## src/rtl/uart_txrx.sv

```systemverilog
`default_nettype none
// ============================================================================
// Module      : uart_txrx
// Description : Single-clock 8N1 UART. Independent transmitter and receiver
//               sharing clock and reset; bit time set by CLKS_PER_BIT.
// Revision    : 1.0 - initial release
// ============================================================================
module uart_txrx #(
  parameter int CLKS_PER_BIT = 217
) (
  input  logic       i_Clock,
  input  logic       i_Reset,
  input  logic       i_TX_DV,
  input  logic [7:0] i_TX_Byte,
  output logic       o_TX_Active,
  output logic       o_TX_Serial,
  output logic       o_TX_Done,
  input  logic       i_RX_Serial,
  output logic       o_RX_DV,
  output logic [7:0] o_RX_Byte
);

  localparam int                 CNT_W     = $clog2(CLKS_PER_BIT) + 1;
  localparam logic [CNT_W-1:0]   BIT_LAST  = CNT_W'(CLKS_PER_BIT - 1);
  localparam logic [CNT_W-1:0]   MID_START = CNT_W'((CLKS_PER_BIT - 1) / 2);
  localparam logic [CNT_W-1:0]   CNT_ONE   = CNT_W'(1);

  typedef enum logic [2:0] {
    TX_IDLE, TX_START, TX_DATA, TX_STOP, TX_CLEANUP
  } tx_state_t;

  typedef enum logic [2:0] {
    RX_IDLE, RX_START, RX_DATA, RX_STOP, RX_CLEANUP
  } rx_state_t;

  // ---------------------------------------------------------------- TX path
  tx_state_t        tx_state_q, tx_state_d;
  logic [CNT_W-1:0] tx_cnt_q, tx_cnt_d;
  logic [2:0]       tx_idx_q, tx_idx_d;
  logic [7:0]       tx_data_q, tx_data_d;
  logic             tx_serial_q, tx_serial_d;
  logic             tx_active_q, tx_active_d;
  logic             tx_done_q, tx_done_d;

  // TX state register; reset aborts any frame and returns the line to idle.
  always_ff @(posedge i_Clock) begin
    if (i_Reset) begin
      tx_state_q  <= TX_IDLE;
      tx_cnt_q    <= '0;
      tx_idx_q    <= '0;
      tx_data_q   <= '0;
      tx_serial_q <= 1'b1;
      tx_active_q <= 1'b0;
      tx_done_q   <= 1'b0;
    end else begin
      tx_state_q  <= tx_state_d;
      tx_cnt_q    <= tx_cnt_d;
      tx_idx_q    <= tx_idx_d;
      tx_data_q   <= tx_data_d;
      tx_serial_q <= tx_serial_d;
      tx_active_q <= tx_active_d;
      tx_done_q   <= tx_done_d;
    end
  end

  // TX next state: the line value is registered one edge ahead, so each bit
  // occupies exactly CLKS_PER_BIT clocks starting at the accepting edge.
  always_comb begin
    tx_state_d  = tx_state_q;
    tx_cnt_d    = tx_cnt_q;
    tx_idx_d    = tx_idx_q;
    tx_data_d   = tx_data_q;
    tx_serial_d = tx_serial_q;
    tx_active_d = tx_active_q;
    tx_done_d   = 1'b0;
    case (tx_state_q)
      TX_IDLE: begin
        tx_serial_d = 1'b1;
        tx_cnt_d    = '0;
        tx_idx_d    = '0;
        if (i_TX_DV) begin
          tx_data_d   = i_TX_Byte;
          tx_state_d  = TX_START;
          tx_active_d = 1'b1;
          tx_serial_d = 1'b0;
        end
      end
      TX_START: begin
        if (tx_cnt_q == BIT_LAST) begin
          tx_cnt_d    = '0;
          tx_state_d  = TX_DATA;
          tx_serial_d = tx_data_q[0];
        end else begin
          tx_cnt_d = tx_cnt_q + CNT_ONE;
        end
      end
      TX_DATA: begin
        if (tx_cnt_q == BIT_LAST) begin
          tx_cnt_d = '0;
          if (tx_idx_q == 3'd7) begin
            tx_state_d  = TX_STOP;
            tx_serial_d = 1'b1;
          end else begin
            tx_idx_d    = tx_idx_q + 3'd1;
            tx_serial_d = tx_data_q[tx_idx_q + 3'd1];
          end
        end else begin
          tx_cnt_d = tx_cnt_q + CNT_ONE;
        end
      end
      TX_STOP: begin
        if (tx_cnt_q == BIT_LAST) begin
          tx_cnt_d    = '0;
          tx_done_d   = 1'b1;
          tx_active_d = 1'b0;
          tx_state_d  = TX_CLEANUP;
        end else begin
          tx_cnt_d = tx_cnt_q + CNT_ONE;
        end
      end
      TX_CLEANUP: tx_state_d = TX_IDLE;
      default:    tx_state_d = TX_IDLE;
    endcase
  end

  assign o_TX_Serial = tx_serial_q;
  assign o_TX_Active = tx_active_q;
  assign o_TX_Done   = tx_done_q;

  // ---------------------------------------------------------------- RX path
  logic             rx_meta_q, rx_sync_q;
  rx_state_t        rx_state_q, rx_state_d;
  logic [CNT_W-1:0] rx_cnt_q, rx_cnt_d;
  logic [2:0]       rx_idx_q, rx_idx_d;
  logic [7:0]       rx_shift_q, rx_shift_d;
  logic [7:0]       rx_byte_q, rx_byte_d;
  logic             rx_dv_q, rx_dv_d;

  // Two-flop synchronizer for the asynchronous line (idles high).
  always_ff @(posedge i_Clock) begin
    if (i_Reset) begin
      rx_meta_q <= 1'b1;
      rx_sync_q <= 1'b1;
    end else begin
      rx_meta_q <= i_RX_Serial;
      rx_sync_q <= rx_meta_q;
    end
  end

  // RX state register.
  always_ff @(posedge i_Clock) begin
    if (i_Reset) begin
      rx_state_q <= RX_IDLE;
      rx_cnt_q   <= '0;
      rx_idx_q   <= '0;
      rx_shift_q <= '0;
      rx_byte_q  <= '0;
      rx_dv_q    <= 1'b0;
    end else begin
      rx_state_q <= rx_state_d;
      rx_cnt_q   <= rx_cnt_d;
      rx_idx_q   <= rx_idx_d;
      rx_shift_q <= rx_shift_d;
      rx_byte_q  <= rx_byte_d;
      rx_dv_q    <= rx_dv_d;
    end
  end

  // RX next state: qualify the start bit at its midpoint, then sample every
  // bit time so all later samples land mid-bit.
  always_comb begin
    rx_state_d = rx_state_q;
    rx_cnt_d   = rx_cnt_q;
    rx_idx_d   = rx_idx_q;
    rx_shift_d = rx_shift_q;
    rx_byte_d  = rx_byte_q;
    rx_dv_d    = 1'b0;
    case (rx_state_q)
      RX_IDLE: begin
        rx_cnt_d = '0;
        rx_idx_d = '0;
        if (!rx_sync_q) rx_state_d = RX_START;
      end
      RX_START: begin
        if (rx_cnt_q == MID_START) begin
          rx_cnt_d   = '0;
          rx_state_d = rx_sync_q ? RX_IDLE : RX_DATA;
        end else begin
          rx_cnt_d = rx_cnt_q + CNT_ONE;
        end
      end
      RX_DATA: begin
        if (rx_cnt_q == BIT_LAST) begin
          rx_cnt_d             = '0;
          rx_shift_d[rx_idx_q] = rx_sync_q;
          if (rx_idx_q == 3'd7) rx_state_d = RX_STOP;
          else                  rx_idx_d   = rx_idx_q + 3'd1;
        end else begin
          rx_cnt_d = rx_cnt_q + CNT_ONE;
        end
      end
      RX_STOP: begin
        if (rx_cnt_q == BIT_LAST) begin
          rx_cnt_d   = '0;
          rx_state_d = RX_CLEANUP;
          if (rx_sync_q) begin
            rx_byte_d = rx_shift_q;
            rx_dv_d   = 1'b1;
          end
        end else begin
          rx_cnt_d = rx_cnt_q + CNT_ONE;
        end
      end
      // Hold here while the line stays low so a break cannot retrigger.
      RX_CLEANUP: if (rx_sync_q) rx_state_d = RX_IDLE;
      default:    rx_state_d = RX_IDLE;
    endcase
  end

  assign o_RX_DV   = rx_dv_q;
  assign o_RX_Byte = rx_byte_q;

endmodule
`default_nettype wire

```

## config.mk

```make
export PLATFORM = sky130hd
export DESIGN_NAME = uart_txrx
export DESIGN_NICKNAME = d
export VERILOG_FILES = /design/src/rtl/uart_txrx.sv
export SDC_FILE = /design/constraint.sdc
export NUM_CORES = 1
export LEC_CHECK = 0
export ABC_AREA = 1
export BUFFER_PORTS_ARGS = -buffer_cell sky130_fd_sc_hd__buf_2
export CAP_MARGIN = 5
export CORE_ASPECT_RATIO = 1.25
export CORE_MARGIN = 4
export CORE_UTILIZATION = 54
export CTS_CLUSTER_SIZE = 28
export DETAILED_ROUTE_END_ITERATION = 8
export PLACE_DENSITY = 0.73
export SYNTH_ARGS = -nofsm -noshare
export SYNTH_HDL_FRONTEND = slang
export SYNTH_SLANG_ARGS = --single-unit
```

## constraint.sdc

```tcl
create_clock -name i_Clock -period 1.67 [get_ports i_Clock]
set_input_delay 0.167 -clock i_Clock [delete_from_list [all_inputs] [get_ports i_Clock]]
set_output_delay 0.167 -clock i_Clock [all_outputs]
set_load 0.01 [all_outputs]
```

Word-level counts from Yosys, hierarchy flattened:

Cells that the tools add are included.

* add/sub/neg operators: 4
* magnitude comparators: 3
* eq/ne operators: 25
* mux-type cells: 40
* bitwise gates (word level): 3
* reductions and logical operators: 22

Operators with widths (number)
* 3-bit two-way mux: 15
* 9-bit two-way mux: 3
* 9-bit one-hot mux with 3 select lines: 1
* 2-bit != test (second input constant): 13
* 9-bit by 1-bit adder with 9-bit output (second input constant): 2
* 9-bit by 8-bit equality test with 1-bit output (second input constant): 2
* 9-bit one-hot mux with 2 select lines: 1
* 3-bit one-hot mux with 5 select lines: 1
* 3-bit AND reduction: 5
* 3-bit by 2-bit equality test with 1-bit output (second input constant): 4
* 3-bit one-hot mux with 2 select lines: 2
* 3-bit one-hot mux with 4 select lines: 1
* 1-bit two-way mux: 10
* 3-bit equality test (second input constant): 3
* 9-bit by 7-bit equality test with 1-bit output (second input constant): 1
* 8-bit bitwise mux: 1
* 3-bit by 4-bit less-than comparator with 1-bit output (second input constant): 2
* 2-bit nonzero test: 4
* 3-bit by 1-bit adder with 3-bit output (second input constant): 2
* 3-bit by 1-bit equality test with 1-bit output (second input constant): 2
* 3-bit zero test: 2
* 6-bit AND reduction: 1
* 3-bit nonzero test: 2
* 3-bit OR reduction: 2
* other kinds (11): 15

* bits in registers: 60
* input port bits: 12
* output and inout bits: 12
* logic and storage cells: 112

Longest topological paths before layout:

* word-level depth: 6
* gate-level depth with buffers: 10

Worst setup path before layout:

Ideal clock, no wire load.

* path kind: register to register
* from: register tx_idx_q[0]
* to: register tx_serial_q (netlist: o_TX_Serial)
* setup time: 0.113 ns
* data arrival time: 1.281 ns
* data required time: 1.557 ns
* slack: 0.276 ns
* stages on the path, launching flop included: 11
* path buffers: 0
* path through: dfxtp_1 -> ha_1 -> ha_1 -> inv_1 -> nand3_1 -> nand3b_1 -> nand3_1 -> nand2_1 -> nand2_1 -> nand2_1 -> nand2_1

* cells in the longest elaborated chain, start to end: 6
* elaborated cells on any way between the ends: 7
* classes of those cells: 1 x add/sub; 1 x eq/ne; 5 x mux

Ends and longest elaborated chain
* start: declaration: RTL line 39 `logic [2:0] tx_idx_q, tx_idx_d;`
* start signal: assignment: RTL line 58 `tx_idx_q <= tx_idx_d;`
* 3-bit by 1-bit adder with 3-bit output: RTL line 105 `tx_serial_d = tx_data_q[tx_idx_q + 3'd1];`
* 1-bit binary-select mux with 3-bit select: RTL line 105
* 1-bit two-way mux (not written as such): RTL line 105
* 1-bit two-way mux (*): RTL line 100 `if (tx_idx_q == 3'd7) begin`
* 1-bit two-way mux (*): RTL line 98 `if (tx_cnt_q == BIT_LAST) begin`
* 1-bit one-hot mux with 3 select lines (*): RTL line 76 `case (tx_state_q)`
* end signal: assignment: RTL line 60 `tx_serial_q <= tx_serial_d;`
* end: declaration: RTL line 41 `logic tx_serial_q, tx_serial_d;`

Every way passes the cells marked *; elsewhere a longest branch is shown, timed or not. The select of a mux whose other input is x is not followed.
A chain may end at the register's enable or synchronous reset.

Worst setup path after layout:

* from: register rx_cnt_q[0]
* to: register rx_cnt_q[4]

* cells in the longest elaborated chain, start to end: 3
* elaborated cells on any way between the ends: 6
* classes of those cells: 1 x add/sub; 2 x eq/ne; 3 x mux

Ends and longest elaborated chain
* start: declaration: RTL line 133 `logic [CNT_W-1:0] rx_cnt_q, rx_cnt_d;`
* start signal: assignment: RTL line 161 `rx_cnt_q <= rx_cnt_d;`
* 9-bit by 1-bit adder with 9-bit output, or another cell as far along: RTL line 189, 199, 211
* 9-bit two-way mux (on tied branches): RTL line 193, 203, 185
* 9-bit one-hot mux with 3 select lines (*): RTL line 178 `case (rx_state_q)`

Every way passes the cells marked *; elsewhere a longest branch is shown, timed or not.

==> run metrics <==
clk slew on worst S/H paths 0.06 ns; Reg power frac 37.0%; initial core utilization between 50 and 60%; switching pwr between 0.0015 and 0.002 W; WHS Endpoint tx_data_q[3]; setup violators final 0; R2R Setup Slk 0.14 ns; Synth warnings 0; filler cell count in the final layout 464; Max-cap violations 0; Cell Area, Synth 2980 um2; post-route ant nets 0; M1 WL 2830 um; Worst EP required 1.89 ns; Num CTS Buffers 9; Final period util 91.7%; Tmin final 1.53 ns; CP arrival 1.75 ns; critical path class reg2reg; DP Area 3170 um2; Worst-Margin Slew 0.366 ns; fmax approximately 650 MHz; switching share of total power 34.4%; Cells after Synth about 430; design area 3490 um2; clock skew 0.00761 ns; run status completed; area occupied by multi-input gates 1530 um2; Area Overhead vs Synth 17.3%; deepest clock path buffer count 2; worst vdd ir 1160 uV; commonest non-fill, non-tap cell in the layout nand2_1; metal3 WL between 300 and 400 um; DR top layer met4; antenna violations before repair 0; Syn Area/Cell between 6 and 7 um2; Pint 0.00328 W; Lkg Pwr 1.53 nW; final hold vios 0; vias per inst 5.27; r2r endpoint rx_cnt_q[4]; post-synth cell types 37; Hold WC Path Type in2reg; worst slack at placement 0.0877 ns; Antenna diodes 0; pin count of the biggest net entering global routing 38; R2R Path Start rx_cnt_q[0]; TritonCTS clock tree yes; wire per inst 12.3 um; critical-path maximum fanout 9; first-pass GRT wire length 11400 um; Setup TNS Final 0 ns; layout cells sized above 1 17.2%; Worst Reg-to-Reg Cells 9; drc violations 0; via count 2784; Core ar. 5230 um2; Util after Layout 66.8%; register area 1200 um2; hold path cells 3; TritonRoute pass-1 iters 5; Die Ht around 91 um; sequential cell area fraction in the yosys report 40.4%; crit end category flip-flop; Post-Syn Nets 448; relative slew slack 75.5%; final WL approximately 6500 um; Clock Power Share 32.6%; Startpoint Class flip-flop; #FFs+latches synth 60; max-slew violations 0; pwr/cell area 1430 nW/um2; metal2 WL around 3300 um; ranking of synthesized cells by area dfxtp_1, nand2_1, nor2_1; IO Port Bufs 23; clock latency on the worst-skew pair 0.34 ns; initial DRC count 120; hold path start i_TX_Byte[3]; Gate power share 30.5%; Total Power around 0.0050 W; H-tree Lvls 3; top-area cell type share of the netlist area 40.4%; vias in the first global route around 2600; Boundary Pins 24; HPWL Detailed roughly 4500 um; fin nets 481; clock sinks 60; All-Layer GR Usage 21.3%; final worst slack around 0.14 ns; gr ovfl total 0; die width 74.4 um; Site Rows 29; clock root cell clkbuf_8; post-synth top area cell dfxtp_1; die area 6770 um2; routability cong. approximately 0.87; most frequent cells in the layout nand2_1, dfxtp_1, nor2_1
==> cells in the mapped netlist <==
| master | count |
|---|---|
| a21oi_1 | 35 |
| a21oi_2 | 1 |
| a22o_1 | 1 |
| buf_1 | 2 |
| buf_2 | 5 |
| buf_4 | 1 |
| clkbuf_1 | 1 |
| clkinv_1 | 1 |
| clkinv_4 | 1 |
| dfxtp_1 | 60 |
| ha_1 | 8 |
| inv_1 | 55 |
| inv_2 | 6 |
| nand2_1 | 81 |
| nand2_2 | 1 |
| nand2_4 | 1 |
| nand3_1 | 32 |
| nand3_2 | 2 |
| nand3_4 | 1 |
| nand3b_1 | 3 |
| nand4_1 | 6 |
| nand4_2 | 2 |
| nor2_1 | 58 |
| nor2_2 | 4 |
| nor2_4 | 1 |
| nor3_1 | 5 |
| nor3_2 | 3 |
| nor3b_1 | 3 |
| nor4_1 | 1 |
| o21a_1 | 3 |
| o21ai_0 | 26 |
| o21ai_1 | 12 |
| o21ai_2 | 1 |
| o21bai_1 | 1 |
| o22ai_1 | 1 |
| o31ai_1 | 1 |
| or2_2 | 2 |
==> flip-flops by register name, summed over array words and instances (netlist names) <==
signal,flops
o_RX_Byte,8
tx_cnt_q,9
rx_meta_q,1
o_TX_Serial,1
rx_idx_q,3
rx_cnt_q,9
rx_sync_q,1
rx_state_q,3
tx_state_q,3
o_TX_Done,1
o_TX_Active,1
tx_data_q,8
rx_shift_q,8
o_RX_DV,1
tx_idx_q,3
==> logic make-up (layout without fill, tap and decap cells) <==
| group | Yosys count | count (layout) | synth area share [%] |
|---|---|---|---|
| DFF | 60 | 60 | 40.4 |
| AOI/OAI and AO/OA | 82 | 82 | 14.6 |
| buffers and inverters | 72 | 110 | 9.58 |
| adders and majority gates | 8 | 8 | 3.36 |
| and+or+nand+nor | 206 | 206 | 32.1 |
==> routing by layer <==
metal  GRT usage, %  vias to the layer above
li1               -                     1455
met3           5.75                        8
met2           33.7                       60
met4           8.75                        0
met5              0                        -
met1           26.9                     1261
==> worst max-delay path: stages (launching register included) <==
cell	delay (ns)
dfxtp_1	0.34
inv_1	0.07
ha_2	0.21
inv_1	0.07
nor2_2	0.15
nand4_4	0.16
nand2_2	0.14
nand2_4	0.09
o21ai_1	0.09
a21oi_1	0.08
==> through the flow <==
| step | hold WS [ns] | instances |
|---|---|---|
| after floorplan | 0.271 | 428 |
| after global placement | 0.352 | 510 |
| after detailed placement | 0.355 | 510 |
| after CTS | 0.102 | 527 |
| after global routing | 0.117 | 528 |
| final | 0.113 | 528 |
==> power groups by stage <==
stage / clock network, W / logic (W) / registers (W)
6_report: 0.00162 / 0.00152 / 0.00185
5_1_grt: 0.00173 / 0.00177 / 0.00188
4_1_cts: 0.00166 / 0.00147 / 0.00184
3_5_place_dp: 0 / 0.00145 / 0.00187
3_3_place_gp: 0 / 0.00142 / 0.00186
2_1_floorplan: 0 / 0.00118 / 0.00183
==> layout make-up <==
cell class | count | share of cell area (%)
tap | 62 | 2.22
clock inverter | 4 | 2.72
sequential | 60 | 34.5
clock buffer | 12 | 4.44
multi-input combinational | 296 | 43.8
timing repair buffer | 31 | 5.45
inverter | 63 | 6.92
==> how the worst max path moves through the flow <==
stage	startpoint	to	slack, ns	cells past startpoint
4_1_cts	rx_cnt_q[0]	o_RX_Byte[4]	0.09	8
5_1_grt	rx_cnt_q[0]	rx_state_q[0]	-0.02	10
3_3_place_gp	rx_cnt_q[0]	o_RX_Byte[6]	0.16	8
3_5_place_dp	rx_cnt_q[0]	o_RX_Byte[4]	0.09	8
2_1_floorplan	tx_idx_q[0]	o_TX_Serial	0.28	10
6_report	rx_cnt_q[0]	rx_cnt_q[4]	0.14	9
==> timing repair <==
| action | 4_1_cts | 5_1_grt |
|---|---|---|
| endpoints found under the setup margin | 0 | 28 |
| gates resized for setup | 0 | 11 |
| hold buffers | 1 | 0 |
| buffers inserted | 0 | 1 |
| hold endpoints to repair | 1 | 0 |
No activity file was read; power rests on OpenSTA's default activity.
